`src/rtl/control_step_sequencer.sv`:
```
// T-step timing generator for the CPU control unit: one-hot control steps with
// variable-length instructions, memory-wait stalls, single-step and stop/start.
module control_step_sequencer #(
    parameter int MAX_STEPS = 8,
    parameter int STEP_W    = 3,
    parameter int CNT_W     = 16
) (
    input  logic                 clock,
    input  logic                 reset,
    input  logic                 stop,
    input  logic                 start,
    input  logic                 step_mode,
    input  logic                 step_go,
    input  logic                 wait_req,
    input  logic                 last_step,
    output logic [MAX_STEPS-1:0] t_onehot,
    output logic [STEP_W-1:0]    t_index,
    output logic                 run,
    output logic                 instr_done,
    output logic [CNT_W-1:0]     instr_count,
    output logic                 step_err
);

    typedef enum logic [1:0] {
        ST_INIT = 2'd0,
        ST_RUN  = 2'd1,
        ST_HALT = 2'd2
    } state_t;

    localparam logic [MAX_STEPS-1:0] ONEHOT_T0 = {{(MAX_STEPS-1){1'b0}}, 1'b1};
    localparam logic [STEP_W-1:0]    LAST_IDX  = STEP_W'(MAX_STEPS - 1);

    state_t               state_q, state_d;
    logic [STEP_W-1:0]    t_index_q, t_index_d;
    logic [MAX_STEPS-1:0] t_onehot_q, t_onehot_d;
    logic                 run_q, run_d;
    logic                 instr_done_q, instr_done_d;
    logic [CNT_W-1:0]     instr_count_q, instr_count_d;
    logic                 step_err_q, step_err_d;
    logic                 stop_pending_q, stop_pending_d;

    logic adv_s;
    logic at_max_s;
    logic end_s;

    // Step qualifiers: a stall always beats a step enable or an end marker.
    always_comb begin
        adv_s    = !wait_req && (!step_mode || step_go);
        at_max_s = (t_index_q == LAST_IDX);
        end_s    = last_step || at_max_s;
    end

    // Next-state and next-output computation for the INIT/RUN/HALT machine.
    always_comb begin
        state_d        = state_q;
        t_index_d      = t_index_q;
        t_onehot_d     = t_onehot_q;
        run_d          = run_q;
        instr_done_d   = 1'b0;
        instr_count_d  = instr_count_q;
        step_err_d     = step_err_q;
        stop_pending_d = stop_pending_q;
        case (state_q)
            ST_INIT: begin
                state_d    = ST_RUN;
                t_index_d  = {STEP_W{1'b0}};
                t_onehot_d = ONEHOT_T0;
                run_d      = 1'b1;
            end
            ST_RUN: begin
                if (adv_s && at_max_s && !last_step) begin
                    step_err_d = 1'b1;
                end else begin
                    step_err_d = step_err_q;
                end
                if (adv_s && end_s) begin
                    instr_count_d  = instr_count_q + CNT_W'(1);
                    instr_done_d   = 1'b1;
                    t_index_d      = {STEP_W{1'b0}};
                    stop_pending_d = 1'b0;
                    // A stop seen on this very edge still halts at this boundary.
                    if (stop_pending_q || stop) begin
                        state_d    = ST_HALT;
                        t_onehot_d = {MAX_STEPS{1'b0}};
                        run_d      = 1'b0;
                    end else begin
                        state_d    = ST_RUN;
                        t_onehot_d = ONEHOT_T0;
                        run_d      = 1'b1;
                    end
                end else if (adv_s) begin
                    t_index_d      = t_index_q + STEP_W'(1);
                    t_onehot_d     = t_onehot_q << 1;
                    stop_pending_d = stop_pending_q || stop;
                end else begin
                    stop_pending_d = stop_pending_q || stop;
                end
            end
            ST_HALT: begin
                if (start) begin
                    state_d    = ST_RUN;
                    t_index_d  = {STEP_W{1'b0}};
                    t_onehot_d = ONEHOT_T0;
                    run_d      = 1'b1;
                end else begin
                    state_d    = ST_HALT;
                    t_index_d  = {STEP_W{1'b0}};
                    t_onehot_d = {MAX_STEPS{1'b0}};
                    run_d      = 1'b0;
                end
            end
            default: begin
                state_d        = ST_INIT;
                t_index_d      = {STEP_W{1'b0}};
                t_onehot_d     = {MAX_STEPS{1'b0}};
                run_d          = 1'b0;
                stop_pending_d = 1'b0;
            end
        endcase
    end

    // State and output registers, cleared asynchronously by the active-low reset.
    always_ff @(posedge clock or negedge reset) begin
        if (!reset) begin
            state_q        <= ST_INIT;
            t_index_q      <= {STEP_W{1'b0}};
            t_onehot_q     <= {MAX_STEPS{1'b0}};
            run_q          <= 1'b0;
            instr_done_q   <= 1'b0;
            instr_count_q  <= {CNT_W{1'b0}};
            step_err_q     <= 1'b0;
            stop_pending_q <= 1'b0;
        end else begin
            state_q        <= state_d;
            t_index_q      <= t_index_d;
            t_onehot_q     <= t_onehot_d;
            run_q          <= run_d;
            instr_done_q   <= instr_done_d;
            instr_count_q  <= instr_count_d;
            step_err_q     <= step_err_d;
            stop_pending_q <= stop_pending_d;
        end
    end

    assign t_onehot    = t_onehot_q;
    assign t_index     = t_index_q;
    assign run         = run_q;
    assign instr_done  = instr_done_q;
    assign instr_count = instr_count_q;
    assign step_err    = step_err_q;

endmodule

```
`config.mk`:
```
export PLATFORM = sky130hd
export DESIGN_NAME = control_step_sequencer
export DESIGN_NICKNAME = d
export VERILOG_FILES = /design/src/rtl/control_step_sequencer.sv
export SDC_FILE = /design/constraint.sdc
export NUM_CORES = 1
export LEC_CHECK = 0
export CORE_MARGIN = 3
export CORE_UTILIZATION = 43
export DETAILED_ROUTE_END_ITERATION = 6
export PLACE_DENSITY = 0.81
export SYNTH_ARGS = -nofsm -noshare
export SYNTH_HDL_FRONTEND = slang
export SYNTH_SLANG_ARGS = --single-unit
```
`constraint.sdc`:
```
create_clock -name clock -period 1.82 [get_ports clock]
set_clock_uncertainty 0.05 [all_clocks]
set_input_delay 0.273 -clock clock [delete_from_list [all_inputs] [get_ports clock]]
set_output_delay 0.273 -clock clock [all_outputs]
set_load 0.05 [all_outputs]
```
==> flow_summary_export.csv, run 1 <==
group,metric,value,unit
run_status,status,"finished clean",
grt,grt_pass1_vias,1109,
pwr,power_density,1020,nW/um^2
synthesis,yosysMostFrequentCell,"dfrtp_1",
timing,slew_violations,0,
min_path,holdCritPathClass,"in2async",
synthesis,yosysSeqAreaShare,55.9,%
pwr,p_int,1.25,mW
setup_path,cp_slowest_cell,"or4_4",
pwr,ir_drop,0.000540,V
setup_path,crit_path_end_kind,"flop",
setup_path,required,2.03,ns
placement,io_buffers,37,
floorplanning,coreArea,3100,um^2
synthesis,synth_fp_nets,130,
grt,grt_remaining_overflow,0,
synthesis,synthTopCellsByArea,"dfrtp_1, xor2_1, a22o_1, nor3_1, ha_1",
synthesis,avgSynthCellArea,12.0,um^2
clocking,clock_sinks,32,
synthesis,syn-instance-count,119,
floorplanning,die_area,4060,um^2
setup_path,cp.arrival,1.98,ns
timing,tightest_slew,0.632,ns
timing,hold_viol,0,
timing,rsz0062_at_grt,"true",
placement,dp.cells,207,
grt,grt_pass1_wl,5280,um
timing,maxSlewHeadroom,57.7,%
clocking,clk_pin_slew,0.10,ns
floorplanning,initial_core_util,46.1,%
pwr,seq_power_share,43.1,%
route,vias,1093,
clocking,h-tree-depth,2,
setup_path,crit_buf_inv,0,
floorplanning,die_w,63.7,um
flow_run,max_cap_violations,0,
route,wl_per_cell,14.2,um
final_layout,fin_area,2040,um^2
synthesis,synthArstFlopShare,100,%
setup_path,cp_top_family,"simple AND/OR/NAND/NOR gates",
pwr,power_switching,0.827,mW
clocking,cts_tree,"built",
grt,grt_max_degree,33,
timing,fin_crit_sh,97.6,%
setup_path,crit_type,"reg2reg",
route,wl,3110,um
clocking,clkLatencyLatePin,0.32,ns
timing,finalCriticalPeriod,1.78,ns
floorplanning,io_pins,38,
synthesis,syn_area,1430,um^2
synthesis,yosys.area.top_type,"dfrtp_1",
synthesis,synth_common_cells,"dfrtp_1, xor2_1, a22o_1, nor3_1, nor2_1",
setup_path,cp_max_fo,10,
route,viasPerCell,4.99,
synthesis,synthFlopType,"dfrtp_1",
final_layout,layout-drive-gt1-share,42.3,%
pwr,p_leak,1.06,nW
placement,place_congestion,0.740,
route,dr.pass1.iters,4,
grt,grt_usage,17.0,%
setup_path,crit_path_frequent_cell,"ha_4",
floorplanning,std_cell_rows,20,
setup_path,start_kind,"flop",
setup_path,max_stage_delay,0.56,ns
placement,placed_cell_area,1940,um^2
synthesis,synth_top_area_share,55.9,%
clocking,hold_buffers,0,
route,drtAntennaViolNets,0,
synthesis,ys_ff_latch,32,
placement,post-place-ws,-0.271,ns
synthesis,yosysWarnings,0,
placement,hpwl,2230,um
clocking,clk_path_buf_depth,2,
final_layout,diodes,0,
route,drtIter0Drc,30,
timing,fmax,563,MHz
synthesis,ys_types,32,
pwr,power_frac_comb,36.5,%
timing,finalSetupViolCount,0,
floorplanning,dieHeight,63.7,um
setup_path,cp_cell_sequence,"ha_4 -> ha_4 -> nor2_2 -> or4_4 -> nor3b_2 -> xor2_1",
final_layout,final_nets,185,
synthesis,synth_edf_count,0,
clocking,cts-buffers-inserted,5,
timing,timing.hold.ws,0.282,ns
final_layout,stdcell_count,219,
grt,antenna_found_initial,0,
pwr,switching_share,39.8,%
final_layout,area_delta_synth_final,42.8,%
clocking,cts_root_buffer,"clkbuf_4",
route,drc,0,
pwr,clkPwrFrac,20.3,%
timing,setup_ws,0.0437,ns
sequential cells by signal (all words and copies together) (netlist names):
signal          flops
state_q             2
instr_done          1
t_index             3
instr_count        16
step_err            1
t_onehot            8
stop_pending_q      1
stage by stage:
step / setup TNS, ns / util [%] / power (mW)
after CTS: 0 / 64.8 / 2.09
after global routing: -0.261 / 65.9 / 2.20
after detailed placement: -3.48 / 62.4 / 1.65
after floorplan: -0.940 / - / 1.38
final: 0 / 65.9 / 2.08
after global placement: -2.43 / 62.4 / 1.63
layout make-up:
cell class,instances,area (um^2)
clock buffer,6,51.3
fill,269,1060
tap,44,55.1
sequential,32,807
multi-input combinational,78,687
clock inverter,2,10.0
timing repair buffer,51,412
inverter,6,22.5
power groups by stage:
| stage | clock network, mW | logic (mW) | registers (mW) |
|---|---|---|---|
| 6_report | 0.422 | 0.759 | 0.896 |
| 2_1_floorplan | 0 | 0.188 | 1.19 |
| 3_3_place_gp | 0 | 0.724 | 0.907 |
| 4_1_cts | 0.439 | 0.750 | 0.897 |
| 5_1_grt | 0.481 | 0.805 | 0.915 |
| 3_5_place_dp | 0 | 0.738 | 0.911 |
per-layer routing:
| metal | wire, um | vias to the layer above | track usage (%) |
|---|---|---|---|
| li1 | - | 530 | - |
| met1 | 1280 | 523 | 21.2 |
| met2 | 1600 | 38 | 27.4 |
| met3 | 215 | 2 | 7.13 |
| met4 | 10 | 0 | 4.04 |
| met5 | 0 | - | 0 |
path summary, 6_finish.rpt:
path                                 startpoint               to  slack [ns]  depth (start not counted)
worst max-delay path                 t_index[1]  instr_count[11]        0.04                          6
max in group asynchronous                 reset   instr_count[0]        1.13                          2
worst min register to register  instr_count[15]  instr_count[15]        0.43                          1
worst min-delay path                      reset  instr_count[14]        0.28                          2
worst max register to register       t_index[1]  instr_count[11]        0.04                          6
min in group clock              instr_count[15]  instr_count[15]        0.43                          1
cell families (layout without fill, tap and decap cells):
| logic type | Yosys count | count (layout) | synth area share, % |
|---|---|---|---|
| xor gates and xnor gates | 15 | 15 | 9.18 |
| DFF | 32 | 32 | 55.9 |
| AOI/OAI and AO/OA | 16 | 16 | 8.92 |
| buffers and inverters | 9 | 65 | 2.97 |
| adders and majority gates | 3 | 3 | 2.62 |
| muxes | 3 | 3 | 2.27 |
| and+or+nand+nor | 41 | 41 | 18.1 |
cells in the final DEF, fill, tap and decap left out, types with 3 or more instances in the layout:
cell and count:
nand2_1 6, nor3_2 4, nor2_1 6, clkdlybuf4s50_1 7
a22o_1 10, clkbuf_4 5, xor2_1 11, dfrtp_2 5
nor3_4 5, buf_4 40, nand3_1 3, dfrtp_1 27
xnor2_1 4, inv_1 6
repair_timing:
item,4_1_cts,5_1_grt
setup buffers,2,2
setup endpoints to repair,7,8
pin swaps,1,2
gates resized for setup,2,4
(Power assumes the default switching activity.)
==> run 2: changes to the inputs <==
- CORE_UTILIZATION: 43 -> 55
- DONT_BUFFER_PORTS: unset -> 1
- PLACE_DENSITY: 0.81 -> 0.79
- clock period: 1.82 -> 1.45 ns (I/O delays scaled with it)
==> flow_summary_export.csv, run 2 (synthesized netlist as in run 1, its figures left out) <==
group,metric,value,unit
grt,grt_max_degree,33,
timing,rsz0062_at_grt,"true",
route,dr.pass1.iters,4,
timing,slew_violations,0,
timing,maxSlewHeadroom,58.0,%
final_layout,area_delta_synth_final,36.5,%
floorplanning,die_area,3250,um^2
min_path,holdCritPathClass,"in2reg",
run_status,status,"finished with violations",
placement,placed_cell_area,1780,um^2
clocking,clkLatencyLatePin,0.31,ns
route,drtIter0Drc,41,
clocking,clock_sinks,32,
setup_path,crit_buf_inv,1,
pwr,p_leak,1.04,nW
timing,fin_crit_sh,123,%
setup_path,start_kind,"flop",
pwr,power_switching,1.02,mW
clocking,clk_path_buf_depth,2,
timing,tightest_slew,0.628,ns
grt,gr-usage-met3,8.82,%
final_layout,layout-drive-gt1-share,43.8,%
final_layout,diodes,0,
pwr,clkPwrFrac,18.8,%
placement,io_buffers,0,
final_layout,final_nets,170,
setup_path,crit_path_end_kind,"flop",
pwr,switching_share,40.9,%
timing,tns,-5.85,ns
route,viasPerCell,5.66,
grt,grt_remaining_overflow,0,
floorplanning,initial_core_util,61.2,%
final_layout,final_cell_mix,"buf_4, dfrtp_1, xor2_1, a22o_1, nor3_4",
final_layout,stdcell_count,188,
floorplanning,die_w,57.0,um
pwr,ir_drop,0.00149,V
grt,grt_pass1_vias,1146,
route,drtAntennaViolNets,0,
clocking,cts-buffers-inserted,5,
timing,timing.hold.ws,0.0920,ns
setup_path,cp.arrival,1.97,ns
final_layout,fin_area,1950,um^2
pwr,total_power,2.50,mW
flow_run,max_cap_violations,0,
floorplanning,std_cell_rows,17,
timing,hold_viol,0,
floorplanning,io_pins,38,
grt,use_met1,26.0,%
pwr,power_frac_comb,36.6,%
setup_path,cp_slowest_cell,"or4_1",
clocking,clk_pin_slew,0.10,ns
pwr,power_density,1280,nW/um^2
setup_path,cp_max_fo,7,
route,vias,1064,
clocking,cts_tree,"built",
final_layout,mostFrequentLayoutCell,"buf_4",
placement,hpwl,2240,um
grt,grt_pass1_wl,5340,um
timing,setup_ws,-0.333,ns
setup_path,crit_path_frequent_cell,"ha_4",
setup_path,crit_type,"reg2reg",
setup_path,cp_top_family,"simple AND/OR/NAND/NOR gates",
route,wl_per_cell,16.6,um
clocking,cts_root_buffer,"clkbuf_4",
timing,finalCriticalPeriod,1.78,ns
timing,fmax,561,MHz
placement,post-place-ws,-0.347,ns
route,drc,0,
route,wl,3110,um
timing,finalSetupViolCount,30,
floorplanning,coreArea,2340,um^2
clocking,h-tree-depth,2,
final_layout,fin_util,83.5,%
setup_path,cp_cell_sequence,"ha_4 -> ha_4 -> nor2_2 -> or4_1 -> buf_6 -> nor3_4 -> xor2_1",
grt,antenna_found_initial,0,
run_status,violations,"negative setup slack",
pwr,p_int,1.48,mW
floorplanning,dieHeight,57.0,um
setup_path,max_stage_delay,0.41,ns
pwr,seq_power_share,44.6,%
grt,grtUsageMet2,33.8,%
placement,dp.cells,174,
placement,place_congestion,0.751,
grt,top_usage_layer,"met2",
setup_path,required,1.64,ns
final_layout,largest_reg_flops,16,
final_layout,fill_cells,136,
grt,grt_usage,21.2,%
-- run 2: cell count changes in the layout (fill, tap and decap cells not counted), sizes merged --
cell | previous run | this run
buf | 41 | 33
clkbuf | 6 | 7
clkdlybuf4s50 | 7 | 0
clkinv | 2 | 1
dlygate4sd2 | 2 | 0
dlygate4sd3 | 0 | 2
dlymetal6s2s | 1 | 0
or4 | 2 | 3
-- run 2: final cells by class --
cell class / instances / area, um^2 / area share, %
Tap cell: 28 / 35.0 / 1.79
Inverter: 6 / 22.5 / 1.15
Multi-Input combinational cell: 79 / 751 / 38.4
Clock inverter: 1 / 5.00 / 0.256
Sequential cell: 32 / 807 / 41.3
Clock buffer: 7 / 45.0 / 2.31
Timing Repair Buffer: 35 / 288 / 14.7
-- run 2: per-layer routing --
layer / share of wire [%] / vias to the layer above
met5: 0 / -
met1: 43 / 516
met2: 48 / 39
met3: 8.1 / 2
li1: - / 507
met4: 0.48 / 0
-- run 2: worst paths after layout --
path | depth (start not counted) | to | slack, ns | from
max reg2reg | 7 | instr_count[8] | -0.33 | t_index[1]
min in group asynchronous | 2 | t_onehot[6] | 0.30 | reset
max in group asynchronous | 2 | t_index[0] | 0.86 | reset
min | 2 | state_q[0] | 0.09 | stop
max | 7 | instr_count[8] | -0.33 | t_index[1]
min reg2reg | 1 | instr_count[12] | 0.48 | instr_count[12]
-- run 2: timing repair --
action,in CTS,in global routing
cloned,1,0
gates resized for setup,10,3
setup buffers,1,1
setup endpoints to repair,29,31
hold buffers,3,0
pin swaps,5,1
endpoints found under the hold margin,33,0
-- run 2: power by group through the flow --
stage          combinational [mW]  sequential [mW]  clock (mW)
6_report                    0.917             1.12       0.471
5_1_grt                     0.977             1.13       0.528
4_1_cts                     0.921             1.12       0.488
3_5_place_dp                0.865             1.13           0
3_3_place_gp                0.841             1.13           0
2_1_floorplan               0.249             1.50           0
==> run 3: changes to the inputs <==
- TNS_END_PERCENT: unset -> 100
==> results of run 3 <==
Final layout, timing and power as in run 2 (identical DEF).
